$ cat config.mk
export PLATFORM = sky130hd
export DESIGN_NAME = uart_hex_rx_parser_flat
export DESIGN_NICKNAME = d
export VERILOG_FILES = /design/src/rtl/uart_hex_pkg.sv /design/src/rtl/uart_hex_rx_parser_if.sv /design/src/rtl/ascii_to_nibble.sv /design/src/rtl/uart_hex_rx_parser.sv /design/src/flat_wrapper.sv
export SDC_FILE = /design/constraint.sdc
export NUM_CORES = 1
export LEC_CHECK = 0
export CAP_MARGIN = 20
export CORE_MARGIN = 2
export CORE_UTILIZATION = 30
export CTS_BUF_LIST = sky130_fd_sc_hd__clkbuf_4
export DETAILED_ROUTE_END_ITERATION = 7
export GPL_TIMING_DRIVEN = 0
export PLACE_DENSITY = 0.53
export SLEW_MARGIN = 20
export SYNTH_ARGS = -nofsm -noshare
export SYNTH_HDL_FRONTEND = slang
export SYNTH_HIERARCHICAL = 1
export SYNTH_SLANG_ARGS = --single-unit
$ cat constraint.sdc
create_clock -name CLK -period 2.1 [get_ports CLK]
set_input_delay 0.42 -clock CLK [delete_from_list [all_inputs] [get_ports CLK]]
set_output_delay 0.42 -clock CLK [all_outputs]
set_load 0.01 [all_outputs]
$ cat src/rtl/uart_hex_pkg.sv
// Shared types and constants for the UART hex receive parser.
package uart_hex_pkg;

    // Parser states
    typedef enum logic [1:0] {
        WAIT_HI = 2'd0,
        WAIT_LO = 2'd1,
        OUT     = 2'd2
    } state_e;

    // Error cause reported on err_code, held until the next error
    typedef enum logic [1:0] {
        ERR_NONE       = 2'd0,
        ERR_BAD_CHAR   = 2'd1,
        ERR_INCOMPLETE = 2'd2,
        ERR_OVERRUN    = 2'd3
    } err_code_e;

    localparam logic [7:0] CHAR_LF    = 8'd10;
    localparam logic [7:0] CHAR_CR    = 8'd13;
    localparam logic [7:0] CHAR_SPACE = 8'd32;

endpackage

$ cat src/rtl/uart_hex_rx_parser_if.sv
// Character-in / byte-out bundle of the hex parser.
// master: character source and byte consumer; slave: the parser.
interface uart_hex_rx_parser_if;
    logic       rx_valid;
    logic [7:0] rx_data;
    logic [7:0] byte_data;
    logic       byte_valid;
    logic       byte_ready;
    logic       eol;
    logic       err;
    logic [1:0] err_code;

    modport master (
        output rx_valid, rx_data, byte_ready,
        input  byte_data, byte_valid, eol, err, err_code
    );

    modport slave (
        input  rx_valid, rx_data, byte_ready,
        output byte_data, byte_valid, eol, err, err_code
    );
endinterface

$ cat src/rtl/ascii_to_nibble.sv
// Combinational ASCII hex digit decoder.
// Macro HEX_LOWERCASE_EN additionally accepts 'a'-'f'.
module ascii_to_nibble (
    input  logic [7:0] ascii_i,
    output logic [3:0] nibble,
    output logic       is_hex
);

    // Decode '0'-'9' and 'A'-'F' (optionally 'a'-'f'); letters sit at xxx0001..0110
    always_comb begin
        nibble = 4'h0;
        is_hex = 1'b0;
        if (ascii_i >= 8'h30 && ascii_i <= 8'h39) begin
            nibble = ascii_i[3:0];
            is_hex = 1'b1;
        end else if (ascii_i >= 8'h41 && ascii_i <= 8'h46) begin
            nibble = ascii_i[3:0] + 4'd9;
            is_hex = 1'b1;
        end
`ifdef HEX_LOWERCASE_EN
        else if (ascii_i >= 8'h61 && ascii_i <= 8'h66) begin
            nibble = ascii_i[3:0] + 4'd9;
            is_hex = 1'b1;
        end
`else
        else begin
            is_hex = 1'b0;
        end
`endif
    end

endmodule

$ cat src/rtl/uart_hex_rx_parser.sv
// Assembles pairs of ASCII hex characters from a UART receiver into bytes,
// with a valid/ready output handshake, end-of-line pulses and error reporting.
// Macro HEX_LOWERCASE_EN (via ascii_to_nibble) enables lowercase hex digits.
module uart_hex_rx_parser
    import uart_hex_pkg::*;
#(
    parameter int unsigned TIMEOUT_CYCLES = 12_000_000
) (
    input logic                 CLK,
    input logic                 RST,
    uart_hex_rx_parser_if.slave bus
);

    localparam int unsigned CntW = (TIMEOUT_CYCLES > 2) ? $clog2(TIMEOUT_CYCLES) : 1;
    localparam logic [CntW-1:0] CntLast = CntW'(TIMEOUT_CYCLES - 1);

    state_e          state_q, state_d;
    logic [7:0]      data_q, data_d;
    logic [CntW-1:0] cnt_q, cnt_d;
    logic            eol_q, eol_d;
    logic            err_q, err_d;
    err_code_e       code_q, code_d;

    logic [3:0] nib;
    logic       is_hex;
    logic       is_term;
    logic       is_space;
    logic       hi_char;

    ascii_to_nibble u_nib (
        .ascii_i (bus.rx_data),
        .nibble  (nib),
        .is_hex  (is_hex)
    );

    assign is_term  = (bus.rx_data == CHAR_CR) || (bus.rx_data == CHAR_LF);
    assign is_space = (bus.rx_data == CHAR_SPACE);

    // Next-state logic; a char accepted alongside a handshake in OUT is
    // handled by the same high-nibble path as in WAIT_HI.
    always_comb begin
        state_d = state_q;
        data_d  = data_q;
        cnt_d   = cnt_q;
        eol_d   = 1'b0;
        err_d   = 1'b0;
        code_d  = code_q;
        hi_char = 1'b0;

        unique case (state_q)
            WAIT_HI: hi_char = bus.rx_valid;
            WAIT_LO: begin
                if (bus.rx_valid) begin
                    if (is_hex) begin
                        data_d  = {data_q[7:4], nib};
                        state_d = OUT;
                    end else begin
                        err_d   = 1'b1;
                        if (is_term || is_space) begin
                            code_d = ERR_INCOMPLETE;
                        end else begin
                            code_d = ERR_BAD_CHAR;
                        end
                        data_d  = 8'h00;
                        state_d = WAIT_HI;
                    end
                end else if (cnt_q == CntLast) begin
                    err_d   = 1'b1;
                    code_d  = ERR_INCOMPLETE;
                    data_d  = 8'h00;
                    state_d = WAIT_HI;
                end else begin
                    cnt_d = cnt_q + CntW'(1);
                end
            end
            OUT: begin
                if (bus.byte_ready) begin
                    state_d = WAIT_HI;
                    hi_char = bus.rx_valid;
                end else if (bus.rx_valid) begin
                    // Consumer is stalled: drop the char, keep the held byte
                    err_d  = 1'b1;
                    code_d = ERR_OVERRUN;
                end
            end
            default: state_d = WAIT_HI;
        endcase

        if (hi_char) begin
            if (is_hex) begin
                data_d  = {nib, 4'h0};
                cnt_d   = '0;
                state_d = WAIT_LO;
            end else if (is_term) begin
                eol_d = 1'b1;
            end else if (!is_space) begin
                err_d  = 1'b1;
                code_d = ERR_BAD_CHAR;
            end
        end
    end

    // State and output registers
    always_ff @(posedge CLK or posedge RST) begin
        if (RST) begin
            state_q <= WAIT_HI;
            data_q  <= 8'h00;
            cnt_q   <= '0;
            eol_q   <= 1'b0;
            err_q   <= 1'b0;
            code_q  <= ERR_NONE;
        end else begin
            state_q <= state_d;
            data_q  <= data_d;
            cnt_q   <= cnt_d;
            eol_q   <= eol_d;
            err_q   <= err_d;
            code_q  <= code_d;
        end
    end

    assign bus.byte_data  = data_q;
    assign bus.byte_valid = (state_q == OUT);
    assign bus.eol        = eol_q;
    assign bus.err        = err_q;
    assign bus.err_code   = code_q;

endmodule
$ cat src/flat_wrapper.sv
// flat-port wrapper written by rule: the top's interface ports become plain ports
module uart_hex_rx_parser_flat import uart_hex_pkg::*;
#(
    parameter int unsigned TIMEOUT_CYCLES = 12_000_000
)
  (CLK, RST, bus_rx_valid, bus_rx_data, bus_byte_ready, bus_byte_data, bus_byte_valid, bus_eol, bus_err, bus_err_code);
  uart_hex_rx_parser_if bus_i ();
  input logic CLK;
  input logic RST;
  input wire logic [$bits(bus_i.rx_valid)-1:0] bus_rx_valid;
  input wire logic [$bits(bus_i.rx_data)-1:0] bus_rx_data;
  input wire logic [$bits(bus_i.byte_ready)-1:0] bus_byte_ready;
  output wire logic [$bits(bus_i.byte_data)-1:0] bus_byte_data;
  output wire logic [$bits(bus_i.byte_valid)-1:0] bus_byte_valid;
  output wire logic [$bits(bus_i.eol)-1:0] bus_eol;
  output wire logic [$bits(bus_i.err)-1:0] bus_err;
  output wire logic [$bits(bus_i.err_code)-1:0] bus_err_code;
  assign bus_i.rx_valid = bus_rx_valid;
  assign bus_i.rx_data = bus_rx_data;
  assign bus_i.byte_ready = bus_byte_ready;
  assign bus_byte_data = bus_i.byte_data;
  assign bus_byte_valid = bus_i.byte_valid;
  assign bus_eol = bus_i.eol;
  assign bus_err = bus_i.err;
  assign bus_err_code = bus_i.err_code;
  uart_hex_rx_parser #(.TIMEOUT_CYCLES(TIMEOUT_CYCLES)) u_core (.CLK(CLK), .RST(RST), .bus(bus_i));
endmodule
==> flow_summary.toml, run 1 <==
[outcome]
status = "finished, final reports clean"

[global_routing]
grt_pass1_vias = 1803
grt.total_usage_pct = 13.0
grt_start_max_net_pins = 28
antenna_found_initial = 0
grt_overflow_total = 0
grt_pass1_wl_um = 8670

[pwr]
cellLeakagePower_nw = 1.28
power_density_mw_per_mm2 = 662
peakVddDrop_mv = 0.296

[sta]
slew_viol_final = 0
hold_violations = 0
skew_ns = 0.0209
worstMarginPinSlew_ns = 0.549
setup_violations = 0
max_freq_mhz = 488
period_minus_slack_ns = 2.05
relSlewSlack_pct = 63.4
rsz0062_at_grt = "true"
timing.hold.ws_ns = 0.321
setup_tns_ns = 0
min_period_over_period_pct = 97.7

[cells_and_area]
final_cell_mix = "dfrtp_1 (37), nor2_1 (22), nand2_1 (20)"
final_common_cell = "dfrtp_1"
fin_nets = 300
fill_cells = 741
diodes = 0
syn_to_final_growth_pct = 30.3
drive_gt1_share_pct = 18.5

[logic_synthesis]
ys_warn_count = 6
ys_types = 52
ys_seq_elements = 38
syn_inst = 238
syn-num-nets = 258
yosysSeqAreaShare_pct = 42.7
synthesis.area_sq_mm = 0.00222
synth-main-ff-cell = "dfrtp_1"
synth_edf_count = 0
avgSynthCellArea_sq_um = 9.35
synth-async-reset-ratio_pct = 100

[run]
cap_viol_max_count = 0

[clock_tree]
cts-buffers-inserted = 5
cts_tree = "yes"
clock-sinks = 38
cts_root_buffer = "clkbuf_4"
clock_tree.buffer_depth = 2
clock_latency_ns = 0.35
clk_pin_slew_worst_paths_ns = 0.13
cts_max_level = 2
postCtsHoldBufs = 0

[worst_setup_path]
r2r_slack_ns = 0.05
cp.arrival_ns = 2.33
r2r_cells = 5
crit_path_end_kind = "register"
r2r-end = "u_core/cnt_q[4]$_DFF_PP0_"
required_ns = 2.38
r2r-start = "u_core/cnt_q[8]$_DFF_PP0_"
path_class = "reg2reg"
critPathLaunchType = "register"
critPathMaxFanout = 6

[place]
dp_hpwl_um = 3670
numPortBuffers = 24
place.gp.congestion = 0.755

[route]
vias = 1934
vias_per_cell = 5.09
drt_pass1_iterations = 4
wl_um = 5340
final_antenna_net_count = 0
drc = 0
drt_iter0_markers = 128
wl_per_cell_um = 14.1

[floorplanning]
start_util_pct = 30.8
ioPinCount = 25
coreArea_sq_mm = 0.00721
dieArea_sq_mm = 0.00812
fp.dieW_um = 90.1
die-height_um = 90.1
num_rows = 31

[worst_hold_path]
hold_path.class = "in2async"
==> metal layers <==
| metal | up-vias | GRT usage, % | routed length, um | part of all wire, % |
|---|---|---|---|---|
| li1 | 953 | - | - | - |
| met2 | 38 | 19.6 | 2480 | 46 |
| met4 | 0 | 4.62 | 60 | 1.1 |
| met5 | - | 0 | 0 | 0 |
| met3 | 4 | 2.35 | 159 | 3.0 |
| met1 | 939 | 18.7 | 2640 | 49 |
==> how the worst max path moves through the flow <==
stage	startpoint	to	slack (ns)	cells after the start
floorplan	bus_rx_data[1]	u_core/cnt_q[13]$_DFF_PP0_	0.07	9
global placement	bus_rx_data[0]	u_core/cnt_q[16]$_DFF_PP0_	-1.19	10
detailed placement	bus_rx_data[0]	u_core/cnt_q[15]$_DFF_PP0_	-1.23	10
CTS	u_core/state_q[1]$_DFF_PP0_	u_core/cnt_q[15]$_DFF_PP0_	-0.004	7
global route	u_core/cnt_q[8]$_DFF_PP0_	u_core/cnt_q[4]$_DFF_PP0_	-0.04	5
finish	u_core/cnt_q[8]$_DFF_PP0_	u_core/cnt_q[4]$_DFF_PP0_	0.05	5
==> where the power goes <==
group          total (mW)  switching [mW]  leakage, nW  internal (mW)
Sequential          0.873          0.0713        0.519          0.801
Clock               0.520           0.241       0.0463          0.279
Combinational       0.527           0.286        0.718          0.241
==> Yosys cell counts (6+ instances only) <==
cell type	n	area share [%]
dfrtp_1	38	43
o21ai_0	6	1.3
xor2_1	12	4.7
nand3_1	11	2.5
nand4_1	10	2.8
mux2i_1	8	3.6
a21oi_1	11	2.5
ha_1	8	4.5
inv_1	13	2.2
nand2_1	23	3.9
nor2_1	24	4.0
==> critical path: stages, from the launching register on <==
cell	delay, ns
dfrtp_2	0.45
or4_1	0.52
or4_4	0.49
o21a_4	0.25
nand4_1	0.11
mux2i_1	0.18
==> timing repair <==
item	in CTS	in global routing
buffers inserted	4	5
pin swaps	3	5
endpoints found under the setup margin	39	34
gates cloned	0	1
gates resized for setup	25	23
==> cell type report <==
type | instances | area, sq um | share of cell area [%]
multi-input combinational | 183 | 1330 | 46.0
sequential | 38 | 952 | 32.9
timing repair buffer | 35 | 328 | 11.3
tap | 99 | 124 | 4.27
clock buffer | 7 | 52.6 | 1.81
inverter | 13 | 51.3 | 1.77
clock inverter | 1 | 30.0 | 1.04
buffer | 4 | 26.3 | 0.907
==> per-stage QoR <==
stage	utilization (%)	setup WS (ns)	std cells	instance area [sq um]	total power, mW
after floorplan	-	0.0650	238	2220	1.18
after global placement	35.9	-1.19	361	2590	1.35
after detailed placement	36.2	-1.23	362	2610	1.37
after CTS	38.6	-0.00432	374	2780	1.91
after global routing	40.2	-0.0381	380	2900	2.03
final	40.2	0.0492	380	2900	1.92
==> state kept, by name (all words and copies together) (netlist names) <==
signal                count
u_core/bus.byte_data      8
u_core/bus.eol            1
u_core/bus.err            1
u_core/bus.err_code       2
u_core/state_q            2
u_core/cnt_q             24
==> kinds of logic after synthesis <==
family                     share of synthesized area [%]
buffers and inverters                               3.21
DFF                                                 42.7
xor gates and xnor gates                            5.91
AOI/OAI and AO/OA                                   15.4
muxes                                               3.60
adders and majority gates                           4.50
and+or+nand+nor                                     24.6
No activity file was read; power rests on OpenSTA's default activity.
==> run 2, diff against run 1 <==
--- a/config.mk
+++ b/config.mk
@@ -9,6 +9,7 @@
 export CORE_MARGIN = 2
 export CORE_UTILIZATION = 30
 export CTS_BUF_LIST = sky130_fd_sc_hd__clkbuf_4
+export CTS_CLUSTER_DIAMETER = 150
 export DETAILED_ROUTE_END_ITERATION = 7
 export GPL_TIMING_DRIVEN = 0
 export PLACE_DENSITY = 0.53
==> results of run 2 <==
The final DEF is identical to that of run 1; final timing and power are the same.
==> run 3, diff against run 2 <==
--- a/config.mk
+++ b/config.mk
@@ -10,6 +10,7 @@
 export CORE_UTILIZATION = 30
 export CTS_BUF_LIST = sky130_fd_sc_hd__clkbuf_4
 export CTS_CLUSTER_DIAMETER = 150
+export CTS_CLUSTER_SIZE = 16
 export DETAILED_ROUTE_END_ITERATION = 7
 export GPL_TIMING_DRIVEN = 0
 export PLACE_DENSITY = 0.53
==> results of run 3 <==
The final DEF is identical to that of run 1; final timing and power are the same.
